**src/rtl/mpmc9_pkg.sv**
```systemverilog
// Shared types for the mpmc9 response-return path: response payload and FSM state.
package mpmc9_pkg;

  localparam int MPMC9_W = 128;

  typedef struct packed {
    logic               we;
    logic               resv;
    logic [MPMC9_W-1:0] dat;
  } mpmc9_resp_t;

  typedef enum logic {
    RR_IDLE = 1'b0,
    RR_ACK  = 1'b1
  } mpmc9_resp_state_t;

  // Width of a counter that must hold values 0..n-1, never narrower than one bit.
  function automatic int cnt_w(int n);
    return (n < 2) ? 1 : $clog2(n);
  endfunction

endpackage

```
**src/rtl/mpmc9_resp_ret_if.sv**
```systemverilog
// Port bundle between the controller core / client and the response-return stage.
interface mpmc9_resp_ret_if
  import mpmc9_pkg::*;
#(
  parameter int W     = 128,
  parameter int DEPTH = 4
);
  localparam int CW = $clog2(DEPTH + 1);

  // Core side: a response transfers on a clock edge where resp_valid_i and
  // resp_ready_o are both high; the core holds the payload stable until then.
  logic          resp_valid_i;
  logic          resp_ready_o;
  logic          resp_we_i;
  logic [W-1:0]  resp_dat_i;
  logic          resp_resv_i;

  // Client side.
  logic          cs_i;
  logic          ack_o;
  logic [W-1:0]  dat_o;
  logic          resv_o;
  logic          we_o;
  logic          drop_o;
  logic [CW-1:0] count_o;
  mpmc9_resp_state_t state_o;

  modport master (
    output resp_valid_i, resp_we_i, resp_dat_i, resp_resv_i, cs_i,
    input  resp_ready_o, ack_o, dat_o, resv_o, we_o, drop_o, count_o, state_o
  );

  modport slave (
    input  resp_valid_i, resp_we_i, resp_dat_i, resp_resv_i, cs_i,
    output resp_ready_o, ack_o, dat_o, resv_o, we_o, drop_o, count_o, state_o
  );

endinterface

```
**src/rtl/mpmc9_resp_fifo.sv**
```systemverilog
// Synchronous circular-buffer FIFO; caller guarantees no push when full, no pop when empty.
module mpmc9_resp_fifo
  import mpmc9_pkg::*;
#(
  parameter int  DEPTH = 4,
  parameter type T     = mpmc9_resp_t
) (
  input  logic                         clk,
  input  logic                         rst,
  input  logic                         push,
  input  logic                         pop,
  input  T                             din,
  output T                             dout,
  output logic [$clog2(DEPTH+1)-1:0]   count,
  output logic                         full,
  output logic                         empty
);
  localparam int AW = $clog2(DEPTH);
  localparam int CW = $clog2(DEPTH + 1);

  T              mem_q [DEPTH];
  logic [AW-1:0] rd_q;
  logic [AW-1:0] wr_q;
  logic [CW-1:0] cnt_q;

  always_ff @(posedge clk) begin
    if (push) mem_q[wr_q] <= din;
  end

  // Pointers wrap naturally because DEPTH is a power of two.
  always_ff @(posedge clk) begin
    if (rst) begin
      rd_q  <= '0;
      wr_q  <= '0;
      cnt_q <= '0;
    end else begin
      if (push) wr_q <= wr_q + AW'(1);
      if (pop)  rd_q <= rd_q + AW'(1);
      case ({push, pop})
        2'b10:   cnt_q <= cnt_q + CW'(1);
        2'b01:   cnt_q <= cnt_q - CW'(1);
        default: cnt_q <= cnt_q;
      endcase
    end
  end

  assign dout  = mem_q[rd_q];
  assign count = cnt_q;
  assign full  = (cnt_q == CW'(DEPTH));
  assign empty = (cnt_q == '0);

endmodule

```
**src/rtl/mpmc9_resp_ret.sv**
```systemverilog
// Per-port response return: buffers core responses and hands them to the client as
// registered ack pulses, discarding a head entry the client ignores for TMO cycles.
module mpmc9_resp_ret
  import mpmc9_pkg::*;
#(
  parameter int W     = 128,
  parameter int DEPTH = 4,
  parameter int TMO   = 1023
) (
  input  logic            clk,
  input  logic            rst,
  mpmc9_resp_ret_if.slave bus
);
  localparam int CW     = $clog2(DEPTH + 1);
  localparam int TW     = cnt_w(TMO + 1);
  localparam bit TMO_EN = (TMO != 0);
  localparam logic [TW-1:0] TMO_LAST = TW'((TMO == 0) ? 0 : TMO - 1);

  typedef struct packed {
    logic         we;
    logic         resv;
    logic [W-1:0] dat;
  } resp_t;

  resp_t         din;
  resp_t         head;
  logic          push;
  logic          pop;
  logic          fifo_full;
  logic          fifo_empty;
  logic [CW-1:0] fifo_count;
  logic          tmo_hit;

  mpmc9_resp_state_t state_q;
  logic              ack_q;
  logic              drop_q;
  logic              we_q;
  logic              resv_q;
  logic [W-1:0]      dat_q;
  logic [TW-1:0]     tmo_q;

  assign din     = '{we: bus.resp_we_i, resv: bus.resp_resv_i, dat: bus.resp_dat_i};
  assign push    = bus.resp_valid_i & ~fifo_full;
  assign tmo_hit = TMO_EN && (tmo_q == TMO_LAST);
  // A client ack takes priority over the timeout when both land on the same edge.
  assign pop     = (state_q == RR_IDLE) & ~fifo_empty & (bus.cs_i | tmo_hit);

  mpmc9_resp_fifo #(
    .DEPTH (DEPTH),
    .T     (resp_t)
  ) u_fifo (
    .clk   (clk),
    .rst   (rst),
    .push  (push),
    .pop   (pop),
    .din   (din),
    .dout  (head),
    .count (fifo_count),
    .full  (fifo_full),
    .empty (fifo_empty)
  );

  always_ff @(posedge clk) begin
    if (rst) begin
      state_q <= RR_IDLE;
      ack_q   <= 1'b0;
      drop_q  <= 1'b0;
      we_q    <= 1'b0;
      resv_q  <= 1'b0;
      dat_q   <= '0;
      tmo_q   <= '0;
    end else begin
      ack_q  <= 1'b0;
      drop_q <= 1'b0;
      case (state_q)
        RR_IDLE: begin
          if (fifo_empty) begin
            tmo_q <= '0;
          end else if (bus.cs_i) begin
            state_q <= RR_ACK;
            ack_q   <= 1'b1;
            we_q    <= head.we;
            resv_q  <= head.resv;
            dat_q   <= head.dat;
            tmo_q   <= '0;
          end else if (tmo_hit) begin
            drop_q <= 1'b1;
            tmo_q  <= '0;
          end else if (TMO_EN) begin
            tmo_q <= tmo_q + TW'(1);
          end
        end
        // The enforced idle cycle lets the client release cs_i between acks.
        RR_ACK:  state_q <= RR_IDLE;
        default: state_q <= RR_IDLE;
      endcase
    end
  end

  assign bus.resp_ready_o = ~fifo_full;
  assign bus.ack_o        = ack_q;
  assign bus.drop_o       = drop_q;
  assign bus.we_o         = we_q;
  assign bus.resv_o       = resv_q;
  assign bus.dat_o        = dat_q;
  assign bus.count_o      = fifo_count;
  assign bus.state_o      = state_q;

endmodule

```
**src/flat_wrapper.sv**
```systemverilog
// flat-port wrapper written by rule: the top's interface ports become plain ports
module mpmc9_resp_ret_flat import mpmc9_pkg::*;
#(
  parameter int W     = 128,
  parameter int DEPTH = 4,
  parameter int TMO   = 1023
)
  (clk, rst, bus_resp_valid_i, bus_resp_we_i, bus_resp_dat_i, bus_resp_resv_i, bus_cs_i, bus_resp_ready_o, bus_ack_o, bus_dat_o, bus_resv_o, bus_we_o, bus_drop_o, bus_count_o, bus_state_o);
  mpmc9_resp_ret_if #(.W(W), .DEPTH(DEPTH)) bus_i ();
  input  logic clk;
  input  logic rst;
  input wire logic [$bits(bus_i.resp_valid_i)-1:0] bus_resp_valid_i;
  input wire logic [$bits(bus_i.resp_we_i)-1:0] bus_resp_we_i;
  input wire logic [$bits(bus_i.resp_dat_i)-1:0] bus_resp_dat_i;
  input wire logic [$bits(bus_i.resp_resv_i)-1:0] bus_resp_resv_i;
  input wire logic [$bits(bus_i.cs_i)-1:0] bus_cs_i;
  output wire logic [$bits(bus_i.resp_ready_o)-1:0] bus_resp_ready_o;
  output wire logic [$bits(bus_i.ack_o)-1:0] bus_ack_o;
  output wire logic [$bits(bus_i.dat_o)-1:0] bus_dat_o;
  output wire logic [$bits(bus_i.resv_o)-1:0] bus_resv_o;
  output wire logic [$bits(bus_i.we_o)-1:0] bus_we_o;
  output wire logic [$bits(bus_i.drop_o)-1:0] bus_drop_o;
  output wire logic [$bits(bus_i.count_o)-1:0] bus_count_o;
  output wire logic [$bits(bus_i.state_o)-1:0] bus_state_o;
  assign bus_i.resp_valid_i = bus_resp_valid_i;
  assign bus_i.resp_we_i = bus_resp_we_i;
  assign bus_i.resp_dat_i = bus_resp_dat_i;
  assign bus_i.resp_resv_i = bus_resp_resv_i;
  assign bus_i.cs_i = bus_cs_i;
  assign bus_resp_ready_o = bus_i.resp_ready_o;
  assign bus_ack_o = bus_i.ack_o;
  assign bus_dat_o = bus_i.dat_o;
  assign bus_resv_o = bus_i.resv_o;
  assign bus_we_o = bus_i.we_o;
  assign bus_drop_o = bus_i.drop_o;
  assign bus_count_o = bus_i.count_o;
  assign bus_state_o = bus_i.state_o;
  mpmc9_resp_ret #(.W(W), .DEPTH(DEPTH), .TMO(TMO)) u_core (.clk(clk), .rst(rst), .bus(bus_i));
endmodule
```
**config.mk**
```make
export PLATFORM = sky130hd
export DESIGN_NAME = mpmc9_resp_ret_flat
export DESIGN_NICKNAME = d
export VERILOG_FILES = /design/src/rtl/mpmc9_pkg.sv /design/src/rtl/mpmc9_resp_ret_if.sv /design/src/rtl/mpmc9_resp_fifo.sv /design/src/rtl/mpmc9_resp_ret.sv /design/src/flat_wrapper.sv
export SDC_FILE = /design/constraint.sdc
export NUM_CORES = 1
export LEC_CHECK = 0
export CORE_ASPECT_RATIO = 1.4
export CORE_MARGIN = 8
export CORE_UTILIZATION = 56
export CTS_CLUSTER_DIAMETER = 120
export CTS_CLUSTER_SIZE = 16
export DETAILED_ROUTE_END_ITERATION = 8
export PLACE_DENSITY_LB_ADDON = 0.12
export SETUP_SLACK_MARGIN = 0.2
export SLEW_MARGIN = 20
export SYNTH_ARGS = -nofsm -noshare
export SYNTH_HDL_FRONTEND = slang
export SYNTH_SLANG_ARGS = --single-unit
export TNS_END_PERCENT = 20
```
**constraint.sdc**
```tcl
create_clock -name clk -period 4.8 [get_ports clk]
set_input_delay 0.72 -clock clk [delete_from_list [all_inputs] [get_ports clk]]
set_output_delay 0.72 -clock clk [all_outputs]
set_load 0.1 [all_outputs]
```
==> results.sh, run 1 <==
export IMPL_grt_pass1_wl_um=76900
export IMPL_fin_crit_sh_pct=68.1
export IMPL_finalNetCount=1772
export IMPL_switching_share_pct=36.4
export IMPL_reg2reg_slack_ns=2.05
export IMPL_p_int_uw=10600
export IMPL_ys_flop_type="edfxtp_1"
export IMPL_yosysMostFrequentCell="edfxtp_1"
export IMPL_cts_tree="done"
export IMPL_status="complete, no violations"
export IMPL_cp_max_fo=6
export IMPL_hold_class="flip-flop to flip-flop"
export IMPL_ys_top_cells_by_count="edfxtp_1 (520), nand2_1 (272), dfxtp_1 (149), a21oi_1 (137), mux4_2 (130)"
export IMPL_syn_instance_count=1371
export IMPL_critical_path_arrival_ns=2.55
export IMPL_ys_types=39
export IMPL_grt_pass1_vias=13252
export IMPL_setup_tns_ns=0
export IMPL_r2r_end="u_core.bus.dat_o[114]$_SDFFE_PP0P_"
export IMPL_ys_seq_area_share_pct=76.9
export IMPL_path_clk_slew_ns=0.07
export IMPL_start_kind="flip-flop"
export IMPL_ios=271
export IMPL_antenna_found_initial=12
export IMPL_yosys_top_cells_area="edfxtp_1 (65%), dfxtp_1 (12%), mux4_2 (12%), nand2_1 (4.2%), a21oi_1 (2.8%)"
export IMPL_layout_drive_gt1_share_pct=12.7
export IMPL_p_switching_uw=6090
export IMPL_drc=0
export IMPL_min_period_ns=3.27
export IMPL_p_total_uw=16700
export IMPL_ys_async_sr_fraction_pct=0
export IMPL_dieArea_um2=50200
export IMPL_reg2regPathDepth=5
export IMPL_hold_violations=0
export IMPL_syn_area_um2=24200
export IMPL_avgSynthCellArea_um2=17.6
export IMPL_h_tree_depth=2
export IMPL_core_area_um2=42900
export IMPL_synth_top_cell_area_share_pct=64.5
export IMPL_fin_worst_skew_ns=0.0123
export IMPL_powerDensity_nw_per_um2=579
export IMPL_postLayoutSetupSlackWorst_ns=1.53
export IMPL_cts_hold_buf=0
export IMPL_hold_start="u_core.bus.dat_o[124]$_SDFFE_PP0P_"
export IMPL_drt_antenna_violating_nets=0
export IMPL_peakVddDrop_v=0.000345
export IMPL_share_comb_of_total_power_pct=33.1
export IMPL_ys_ff_latch=669
export IMPL_max_slew_worst_pin_slew_ns=1.10
export IMPL_hpwl_um=30800
export IMPL_cts_num_sinks=669
export IMPL_dr_pass1_iters=5
export IMPL_overflow=0
export IMPL_hold_end="u_core.bus.dat_o[124]$_SDFFE_PP0P_"
export IMPL_power_leakage_uw=0.00903
export IMPL_fin_hold_ws_ns=0.454
export IMPL_end_kind="primary output"
export IMPL_grtUsageTotal_pct=20.1
export IMPL_rsz0062_at_grt="false"
export IMPL_ys_warn_count=0
export IMPL_area_growth_pct=19.2
export IMPL_cts_root_buf="clkbuf_16"
export IMPL_place_port_buffers=270
export IMPL_avgViaCountPerCell=5.67
export IMPL_start_util_pct=56.4
export IMPL_crit_required_ns=4.08
export IMPL_finalWirelength_um=50600
export IMPL_synth_edff_count=520
export IMPL_grt_max_degree=131
export IMPL_pre_cts_ws_ns=1.63
export IMPL_whs_path_depth=2
export IMPL_fp_dieH_um=262
export IMPL_rows=90
export IMPL_avgRoutedWirePerCell_um=22.7
export IMPL_critical_path_class="flip-flop to primary output"
export IMPL_place_congestion=0.829
export IMPL_fmax_mhz=306
export IMPL_place_area_um2=27400
export IMPL_clock_latency_ns=0.56
export IMPL_cts_setup_buffers=0
export IMPL_drt_initial_drc_count=855
export IMPL_power_frac_clock_pct=22.3
export IMPL_maxSlewViolCount=0
export IMPL_max_slew_margin_pct=26.4
export IMPL_die_w_um=192
export IMPL_max_cap_violations=0
export IMPL_cts_buffers=47
export IMPL_clk_path_buf_depth=3
export IMPL_r2r_start="u_core.u_fifo.count[0]$_SDFFE_PP0P_"
export IMPL_setup_viol=0
export IMPL_synth_area_leader_cell="edfxtp_1"
export IMPL_syn_nets=1513
export IMPL_stdcell_area_um2=28800
export IMPL_power_frac_seq_pct=44.6
export IMPL_cts_resized=0
export IMPL_vias=12630
## worst max path at each step
stage,startpoint,endpoint,slack (ns),cells past startpoint
floorplan,u_core.u_fifo.count[0]$_SDFFE_PP0P_,u_core.u_fifo.mem_q[1][0]$_DFFE_PP_,-0.77,2
global placement,bus_cs_i,u_core.bus.dat_o[101]$_SDFFE_PP0P_,1.71,6
detailed placement,bus_cs_i,u_core.bus.dat_o[96]$_SDFFE_PP0P_,1.63,6
CTS,u_core.u_fifo.count[0]$_SDFFE_PP0P_,bus_resp_ready_o,1.52,2
global route,u_core.u_fifo.count[0]$_SDFFE_PP0P_,bus_resp_ready_o,1.45,2
finish,u_core.u_fifo.count[0]$_SDFFE_PP0P_,bus_resp_ready_o,1.53,2
## flip-flops by register name, summed over array words and instances (netlist names)
register / flops
u_core.bus.ack_o: 1
u_core.u_fifo.rd_q: 2
u_core.u_fifo.count: 3
u_core.u_fifo.mem_q: 520
u_core.bus.dat_o: 128
u_core.u_fifo.wr_q: 2
u_core.tmo_q: 10
u_core.bus.drop_o: 1
u_core.bus.we_o: 1
u_core.bus.resv_o: 1
## kinds of logic (layout without fill, tap and decap cells)
kind of cell	Yosys count	after routing	synth area share [%]
buffers and inverters	89	385	1.78
and+or+nand+nor	315	315	5.25
adders and majority gates	8	8	0.445
muxes	133	133	12.2
xor gates and xnor gates	4	4	0.145
DFF	669	669	76.9
other	0	8	0
AOI/OAI and AO/OA	153	153	3.27
## power groups by stage
| stage | combinational [uW] | sequential [uW] | clock [uW] |
|---|---|---|---|
| after floorplan | 2140 | 9630 | 0 |
| after global placement | 5580 | 7540 | 0 |
| after detailed placement | 5610 | 7580 | 0 |
| after CTS | 5620 | 7460 | 3810 |
| after global routing | 5850 | 7520 | 4020 |
| final | 5540 | 7440 | 3730 |
## per-layer routing
layer / vias up / track usage, % / wire [um]
li1: 5747 / - / -
met2: 344 / 34.8 / 26200
met1: 6469 / 25.6 / 20200
met3: 62 / 3.86 / 3190
met5: - / 0 / 52
met4: 8 / 5.78 / 945
## cells in the final DEF (no fill, tap or decap), types with 2 or more instances in the layout
master,instances
dfxtp_4,2
nor3_2,3
o21ai_0,3
and3_4,4
nor2_1,9
dfxtp_1,147
a21oi_1,137
o211ai_1,2
a31oi_1,8
nand2_1,272
mux2i_1,2
clkbuf_16,49
and4_1,2
buf_12,6
inv_1,10
xor2_1,3
buf_4,14
nand3_1,6
diode_2,8
ha_1,7
nor3_1,4
clkdlybuf4s50_1,269
or2_1,2
nand3b_1,2
mux4_2,130
clkbuf_1,36
edfxtp_1,520
nand4_1,2
## worst max-delay path, cell delays in order, from the launching register on
cell and delay [ns]:
dfxtp_1 0.44, or3b_1 0.35, clkdlybuf4s50_1 1.20
## per-stage QoR
step | std cells | util (%)
6_report | 2227 | 67.2
5_1_grt | 2226 | 67.2
4_1_cts | 2219 | 67.2
3_5_place_dp | 2133 | 64.0
3_3_place_gp | 2133 | 64.0
2_1_floorplan | 1371 | -
## cell type report
cell class	instances	area, um2
tap	552	691
clock buffer	85	1360
fill	2947	14100
inverter	10	37.5
sequential	669	18600
clock inverter	1	5.00
antenna	8	20.0
timing repair buffer	289	2920
multi-input combinational	613	5200
Power figures use the tool's default switching activity.
==> inputs of run 2 (changes only) <==
==> constraint.sdc (replaced) <==
create_clock -name clk -period 3.26 [get_ports clk]
set_input_delay 0.489 -clock clk [delete_from_list [all_inputs] [get_ports clk]]
set_output_delay 0.489 -clock clk [all_outputs]
set_load 0.1 [all_outputs]
==> run 2 against run 1 <==
  * Sequential share of layout area decreased by 0.057 points
  * Combinational power up 51%
  * Total power up 47%
  * Global-route usage fell by 0.23 points
  * Die area unchanged
  * Sequential cell count unchanged
  * Critical path depth decreased by 1
  * Via count hardly changed
  * Final area rose by 0.11%
  * Setup slack got worse by 0.88 ns
  * Largest power group unchanged
==> results.sh, run 2 (synthesis results as in run 1) <==
export IMPL_status="complete, no violations"
export IMPL_hold_end="u_core.bus.dat_o[24]$_SDFFE_PP0P_"
export IMPL_fmax_mhz=384
export IMPL_h_tree_depth=2
export IMPL_antenna_found_initial=11
export IMPL_start_util_pct=56.4
export IMPL_rsz0062_at_grt="false"
export IMPL_path_clk_slew_ns=0.07
export IMPL_cp_max_fo=2
export IMPL_peakVddDrop_v=0.000817
export IMPL_ios=271
export IMPL_r2r_start="u_core.u_fifo.count[0]$_SDFFE_PP0P_"
export IMPL_cts_buffers=47
export IMPL_avgRoutedWirePerCell_um=22.4
export IMPL_place_congestion=0.703
export IMPL_setup_tns_ns=0
export IMPL_layout_drive_gt1_share_pct=15.4
export IMPL_rows=90
export IMPL_finalNetCount=1777
export IMPL_hold_class="input pin to flip-flop"
export IMPL_grt_max_degree=102
export IMPL_final_common_cell="edfxtp_1"
export IMPL_place_port_buffers=270
export IMPL_dr_pass1_iters=4
export IMPL_hpwl_um=28700
export IMPL_max_stage_delay_ns=1.16
export IMPL_cts_root_buf="clkbuf_16"
export IMPL_clock_latency_ns=0.57
export IMPL_crit_required_ns=2.77
export IMPL_reg2regPathDepth=9
export IMPL_r2r_end="u_core.u_fifo.count[2]$_SDFFE_PP0P_"
export IMPL_avgViaCountPerCell=5.67
export IMPL_end_kind="primary output"
export IMPL_finalWirelength_um=50100
export IMPL_crit_buf_inv=1
export IMPL_cts_setup_buffers=0
export IMPL_grt_pass1_vias=13308
export IMPL_reg2reg_slack_ns=0.72
export IMPL_fin_crit_sh_pct=80.0
export IMPL_drt_antenna_violating_nets=0
export IMPL_drc=0
export IMPL_cts_resized=0
export IMPL_cts_hold_buf=0
export IMPL_whs_path_depth=2
export IMPL_pre_cts_ws_ns=0.600
export IMPL_maxSlewViolCount=0
export IMPL_vias=12641
export IMPL_crit_path_top_delay_cell="clkdlybuf4s50_1"
export IMPL_die_w_um=192
export IMPL_clk_path_buf_depth=3
export IMPL_area_growth_pct=19.3
export IMPL_drt_initial_drc_count=680
export IMPL_overflow=0
export IMPL_grtUsageTotal_pct=19.9
export IMPL_fin_worst_skew_ns=0.0181
export IMPL_core_area_um2=42900
export IMPL_path_cells="clkdlybuf4s50_1"
export IMPL_max_slew_margin_pct=32.5
export IMPL_cts_num_sinks=669
export IMPL_fp_dieH_um=262
export IMPL_largest_register_ffs=520
export IMPL_power_leakage_uw=0.00914
export IMPL_cpLargestDelayFamily="buffers and inverters"
export IMPL_critical_path_class="flip-flop to primary output"
export IMPL_postLayoutSetupSlackWorst_ns=0.654
export IMPL_final_cell_mix="edfxtp_1 (520), nand2_1 (272), clkdlybuf4s50_1 (233), dfxtp_1 (144), a21oi_1 (137)"
export IMPL_grt_pass1_wl_um=75700
export IMPL_max_slew_worst_pin_slew_ns=1.01
export IMPL_cts_tree="done"
export IMPL_start_kind="flip-flop"
export IMPL_max_cap_violations=0
export IMPL_powerDensity_nw_per_um2=851
export IMPL_critical_path_arrival_ns=2.12
export IMPL_largest_register="u_core.u_fifo.mem_q"
export IMPL_hold_start="rst"
export IMPL_hold_violations=0
export IMPL_setup_viol=0
export IMPL_dieArea_um2=50200
export IMPL_min_period_ns=2.61
run 2: routing by layer:
layer | track usage [%] | up-vias | wire, um
li1 | - | 5763 | -
met1 | 24.2 | 6504 | 19600
met2 | 35.1 | 300 | 26500
met3 | 3.94 | 72 | 2860
met4 | 6.56 | 2 | 1140
met5 | 0 | - | 12
run 2: final cells by class:
type                       instances  area, um2
tap                              552        691
multi-input combinational        613       5190
timing repair buffer             294       2970
fill                            2967      14000
clock inverter                     3       30.0
clock buffer                      78       1310
inverter                          10       37.5
antenna                           11       27.5
sequential                       669      18600
run 2: power breakdown:
group	total [uW]	switching, uW	internal (uW)
clock	5410	2660	2750
sequential	10800	464	10400
combinational	8340	5840	2500
run 2: worst max-delay path by stage:
stage	from	endpoint	slack, ns	cells after the start
3_5_place_dp	bus_cs_i	u_core.u_fifo.count[2]$_SDFFE_PP0P_	0.60	9
3_3_place_gp	bus_cs_i	u_core.u_fifo.count[2]$_SDFFE_PP0P_	0.65	9
4_1_cts	u_core.bus.dat_o[51]$_SDFFE_PP0P_	bus_dat_o[51]	0.61	1
2_1_floorplan	u_core.u_fifo.count[2]$_SDFFE_PP0P_	u_core.u_fifo.count[2]$_SDFFE_PP0P_	0.18	9
5_1_grt	u_core.bus.dat_o[51]$_SDFFE_PP0P_	bus_dat_o[51]	0.58	1
6_report	u_core.bus.dat_o[61]$_SDFFE_PP0P_	bus_dat_o[61]	0.65	1
run 2: metrics by stage:
step                      util (%)  hold slack, ns  instance area (um2)  std cells  total power [uW]
final                         67.3           0.345                28900       2230             24600
after global routing          67.3           0.352                28900       2227             25600
after CTS                     67.2           0.336                28800       2219             24900
after detailed placement      64.1           0.446                27500       2138             19500
after global placement        64.1           0.442                27500       2138             19400
after floorplan                  -           0.448                24200       1371             17300
==> edit 1: new RTL, flow settings as in run 2 <==
`W` is set to 128 in 3 places; all go to 124.
--- a/src/rtl/mpmc9_resp_ret_if.sv
+++ b/src/rtl/mpmc9_resp_ret_if.sv
@@ -2,7 +2,7 @@
 interface mpmc9_resp_ret_if
   import mpmc9_pkg::*;
 #(
-  parameter int W     = 128,
+  parameter int W     = 124,
   parameter int DEPTH = 4
 );
   localparam int CW = $clog2(DEPTH + 1);
--- a/src/rtl/mpmc9_resp_ret.sv
+++ b/src/rtl/mpmc9_resp_ret.sv
@@ -3,7 +3,7 @@
 module mpmc9_resp_ret
   import mpmc9_pkg::*;
 #(
-  parameter int W     = 128,
+  parameter int W     = 124,
   parameter int DEPTH = 4,
   parameter int TMO   = 1023
 ) (
--- a/src/flat_wrapper.sv
+++ b/src/flat_wrapper.sv
@@ -1,7 +1,7 @@
 // flat-port wrapper written by rule: the top's interface ports become plain ports
 module mpmc9_resp_ret_flat import mpmc9_pkg::*;
 #(
-  parameter int W     = 128,
+  parameter int W     = 124,
   parameter int DEPTH = 4,
   parameter int TMO   = 1023
 )
Interface: changed (resized bus_dat_o and bus_resp_dat_i); port bits go from 271 to 263. No check against the original RTL was run, so the function may have changed too.
==> edit 1 against run 2 <==
Power is 2.5% lower. Register-to-register slack got worse by 30 ps. Synthesized area down 3.1%. Sequential cell count fell by 20. Worst setup slack lost 1.2 ps. Cell area down 2.0%. Wire length fell by 1.5%. Critical endpoint is now bus_dat_o[59]. Count of clock-buffer cells in the layout rose by 4.
==> edit 1: results (changes against run 2) <==
{| class="wikitable"
! Metric !! Value
|-
| Run status || completed
|-
| Met2 GRT Util || 0.361 (+0.00953)
|-
| Power dissipated in the clock network || 5.39 mW (about the same)
|-
| Pre-CTS setup slack || 468 ps (-132 ps)
|-
| Share of total power in combinational logic || 0.335 (-0.004)
|-
| Area share of the largest cell type after synthesis || 0.646 (about the same)
|-
| Sequential fraction of the synthesis area || 0.770 (+0.000830)
|-
| Post-detail-place hpwl || 30500 µm (+6.2%)
|-
| Placed cells || 2094 (-2.1%)
|-
| Net count of the mapped netlist || 1465 (-3.2%)
|-
| Unique masters post-synth || 44 (+13%)
|-
| Global-route wire length before repair || 75600 µm (-0.15%)
|-
| Arithmetic-cell share of the synthesized area counting full adders, half adders and majority gates || 0.00459 (+0.000143)
|-
| Number of inserted filler cells in the final layout || 2760 (-7.0%)
|-
| First-pass iteration count of the detailed router || 5 (+1)
|-
| Synthesized-area fraction occupied by ao, oa, aoi and oai cells || 0.0337 (+0.000999)
|-
| Hold Path End || u_core.bus.dat_o[76]
|-
| Static power due to leakage || 9.00 nW (-1.6%)
|-
| Max Clock Skew || 17.5 ps (-0.546 ps)
|-
| Highest ir drop seen on vdd || 0.000670 V (-18%)
|-
| Overall routed net length || 49300 µm (-1.5%)
|-
| Startpoint of the worst register-to-register path || u_core.u_fifo.count[2]
|-
| Port bufs || 262 (-3.0%)
|-
| Final Instance Count excl. Fillers || 2182 (-2.2%)
|-
| CTS Buf Count || 46 (-2.1%)
|-
| Design internal power || 15.4 mW (-1.7%)
|-
| Fraction of final layout cells sized beyond drive strength 1 || 0.161 (+0.00770)
|-
| Met1 global-route usage || 0.239 (-0.00276)
|-
| Syn_area_per_cell || 17.7 µm² (about the same)
|-
| P_comb || 8.02 mW (-3.8%)
|-
| Largest net degree at the start of global routing || 63 (-38%)
|-
| Most frequent cells after synthesis || 504 x sky130_fd_sc_hd__edfxtp_1, 262 x sky130_fd_sc_hd__nand2_1, 145 x sky130_fd_sc_hd__dfxtp_1
|-
| Initial detailed-routing violation count || 727 (+6.9%)
|-
| GRT met3 Usage || 0.0430 (+0.00359)
|-
| Post-synth EDFFs || 504 (-3.1%)
|-
| Parity-gate share of the synthesized area counting xor and xnor cells || 0.00149 (+0.0000466)
|}
## edit 1: cell count changes after synthesis, moves of 2 or more
cell / run 2 / this run
sky130_fd_sc_hd__buf_1: 0 / 11
sky130_fd_sc_hd__mux4_2: 130 / 126
sky130_fd_sc_hd__dfxtp_1: 149 / 145
sky130_fd_sc_hd__buf_2: 39 / 28
sky130_fd_sc_hd__nand2_1: 272 / 262
sky130_fd_sc_hd__edfxtp_1: 520 / 504
sky130_fd_sc_hd__nor3_1: 6 / 4
sky130_fd_sc_hd__o21ai_0: 3 / 1
sky130_fd_sc_hd__a21oi_1: 137 / 133
sky130_fd_sc_hd__buf_4: 8 / 4
## edit 1: worst max path at each step
stage | start | endpoint | slack (ps) | cells past startpoint
after floorplan | u_core.u_fifo.count[2] | u_core.u_fifo.count[2] | 180 | 9
after global placement | bus_cs_i | u_core.u_fifo.count[2] | 500 | 10
after detailed placement | bus_cs_i | u_core.u_fifo.count[2] | 470 | 10
after CTS | u_core.bus.dat_o[59] | bus_dat_o[59] | 620 | 1
after global routing | u_core.tmo_q[4] | u_core.u_fifo.count[2] | 530 | 9
final | u_core.bus.dat_o[59] | bus_dat_o[59] | 650 | 1
## edit 1: stage by stage
step | hold slack (ps) | area, µm² | utilization
2_1_floorplan | 438 | 23500 | -
3_3_place_gp | 441 | 26900 | 0.652
3_5_place_dp | 446 | 26900 | 0.652
4_1_cts | 456 | 28300 | 0.685
5_1_grt | 475 | 28300 | 0.685
6_report | 454 | 28300 | 0.685
## edit 1: area by class of cell
cell class | count | share of cell area
Sequential cell | 649 | 0.638
Antenna cell | 5 | 0.000442
Clock buffer | 82 | 0.0477
Timing Repair Buffer | 301 | 0.109
Multi-Input combinational cell | 595 | 0.179
Inverter | 9 | 0.00119
Tap cell | 540 | 0.0239
Clock inverter | 1 | 0.000310
==> edit 2: new RTL, settings of run 2 <==
Without the edit above. Reset style: asynchronous (`rst`), changed in 2 clocked blocks.
--- a/src/rtl/mpmc9_resp_fifo.sv
+++ b/src/rtl/mpmc9_resp_fifo.sv
@@ -28,7 +28,7 @@
   end
 
   // Pointers wrap naturally because DEPTH is a power of two.
-  always_ff @(posedge clk) begin
+  always_ff @(posedge clk or posedge rst) begin
     if (rst) begin
       rd_q  <= '0;
       wr_q  <= '0;
--- a/src/rtl/mpmc9_resp_ret.sv
+++ b/src/rtl/mpmc9_resp_ret.sv
@@ -60,7 +60,7 @@
     .empty (fifo_empty)
   );
 
-  always_ff @(posedge clk) begin
+  always_ff @(posedge clk or posedge rst) begin
     if (rst) begin
       state_q <= RR_IDLE;
       ack_q   <= 1'b0;
Function: differs if rst is asserted again (counterexample within 4 cycles, from zero or initial values and one cycle with rst high); with rst held inactive, the same outputs for 4 cycles.
==> edit 2 against run 2 <==
Utilization increased by 0.37 points. Cell area increased by 3.3%. Wire length is 1.2% lower. Worst setup slack improved by 0.90 ps. Maximum frequency about the same. Sequential cell count is the same. Synthesized area rose by 3.5%. Largest cell class unchanged.
Power is left out: the tool's default activity adds up to more than one toggle a clock period on the data nets, which glitch-free logic cannot reach.
==> edit 2: results (changes against run 2) <==
{| class="wikitable"
! Metric !! Value
|-
| Run status || completed
|-
| Parity-gate share of the synthesized area counting xor and xnor cells || 0.00210 (+0.000650)
|-
| Detail-routed via count per cell || 5.73 (+1.1%)
|-
| Global-route wire length before repair || 75300 µm (-0.59%)
|-
| WL met3 || 2850 µm (-0.63%)
|-
| Sequential fraction of the synthesis area || 0.772 (+0.00374)
|-
| Tot GR Track Use || 0.191 (-0.00800)
|-
| Top cells by area, synth || sky130_fd_sc_hd__edfxtp_1 62%, sky130_fd_sc_hd__dfrtp_1 15%, sky130_fd_sc_hd__mux4_2 12%
|-
| Multiplexer share of the synthesized area || 0.190 (+0.0677)
|-
| Met1 global-route usage || 0.232 (-0.00948)
|-
| Fraction of final layout cells sized beyond drive strength 1 || 0.296 (+0.143)
|-
| Crit Reg-Reg Endpoint || u_core.u_fifo.count[2]
|-
| P&R area growth vs syn || 19.0%
|-
| First element of the critical path || u_core.bus.dat_o[53]
|-
| Slack of the worst reg-to-reg path || 960 ps (+240 ps)
|-
| First-pass iteration count of the detailed router || 5 (+1)
|-
| Pre-CTS setup slack || 856 ps (+256 ps)
|-
| Arithmetic-cell share of the synthesized area counting full adders, half adders and majority gates || 0.00430 (-0.000151)
|-
| Vias in the first global route || 12400 (-6.6%)
|-
| Largest net degree at the start of global routing || 64 (-37%)
|-
| Least-Margin Pin Slew || 1010 ps (+1.73 ps)
|-
| Post-route met1 wirelength || 19400 µm (-0.65%)
|-
| Number of inserted filler cells in the final layout || 2834 (-4.5%)
|-
| Reg2Reg Depth || 11 (+2)
|-
| Synth async-reset ratio || 0.223 (+0.223)
|-
| Synthesized-area fraction occupied by ao, oa, aoi and oai cells || 0.00465 (-0.0280)
|-
| Net count of the mapped netlist || 1209 (-20%)
|}
[edit 2: layout make-up]
cell class                      instances  area share
Antenna cell                            5    0.000420
Clock buffer                           86      0.0458
Clock inverter                          1    0.000168
Inverter                               13     0.00176
Multi-Input combinational cell        336       0.177
Sequential cell                       669       0.649
Tap cell                              558      0.0234
Timing Repair Buffer                  302       0.102
[edit 2: worst reg2reg max path, stage by stage (launching register included)]
cell and delay (ps):
sky130_fd_sc_hd__dfrtp_1 420, sky130_fd_sc_hd__inv_1 70, sky130_fd_sc_hd__ha_1 130, sky130_fd_sc_hd__nand3_1 110
sky130_fd_sc_hd__nor3_1 250, sky130_fd_sc_hd__o21a_1 190, sky130_fd_sc_hd__ha_1 190, sky130_fd_sc_hd__inv_1 60
sky130_fd_sc_hd__fa_1 370, sky130_fd_sc_hd__xor2_1 150, sky130_fd_sc_hd__nor2_1 120, sky130_fd_sc_hd__xor2_1 160
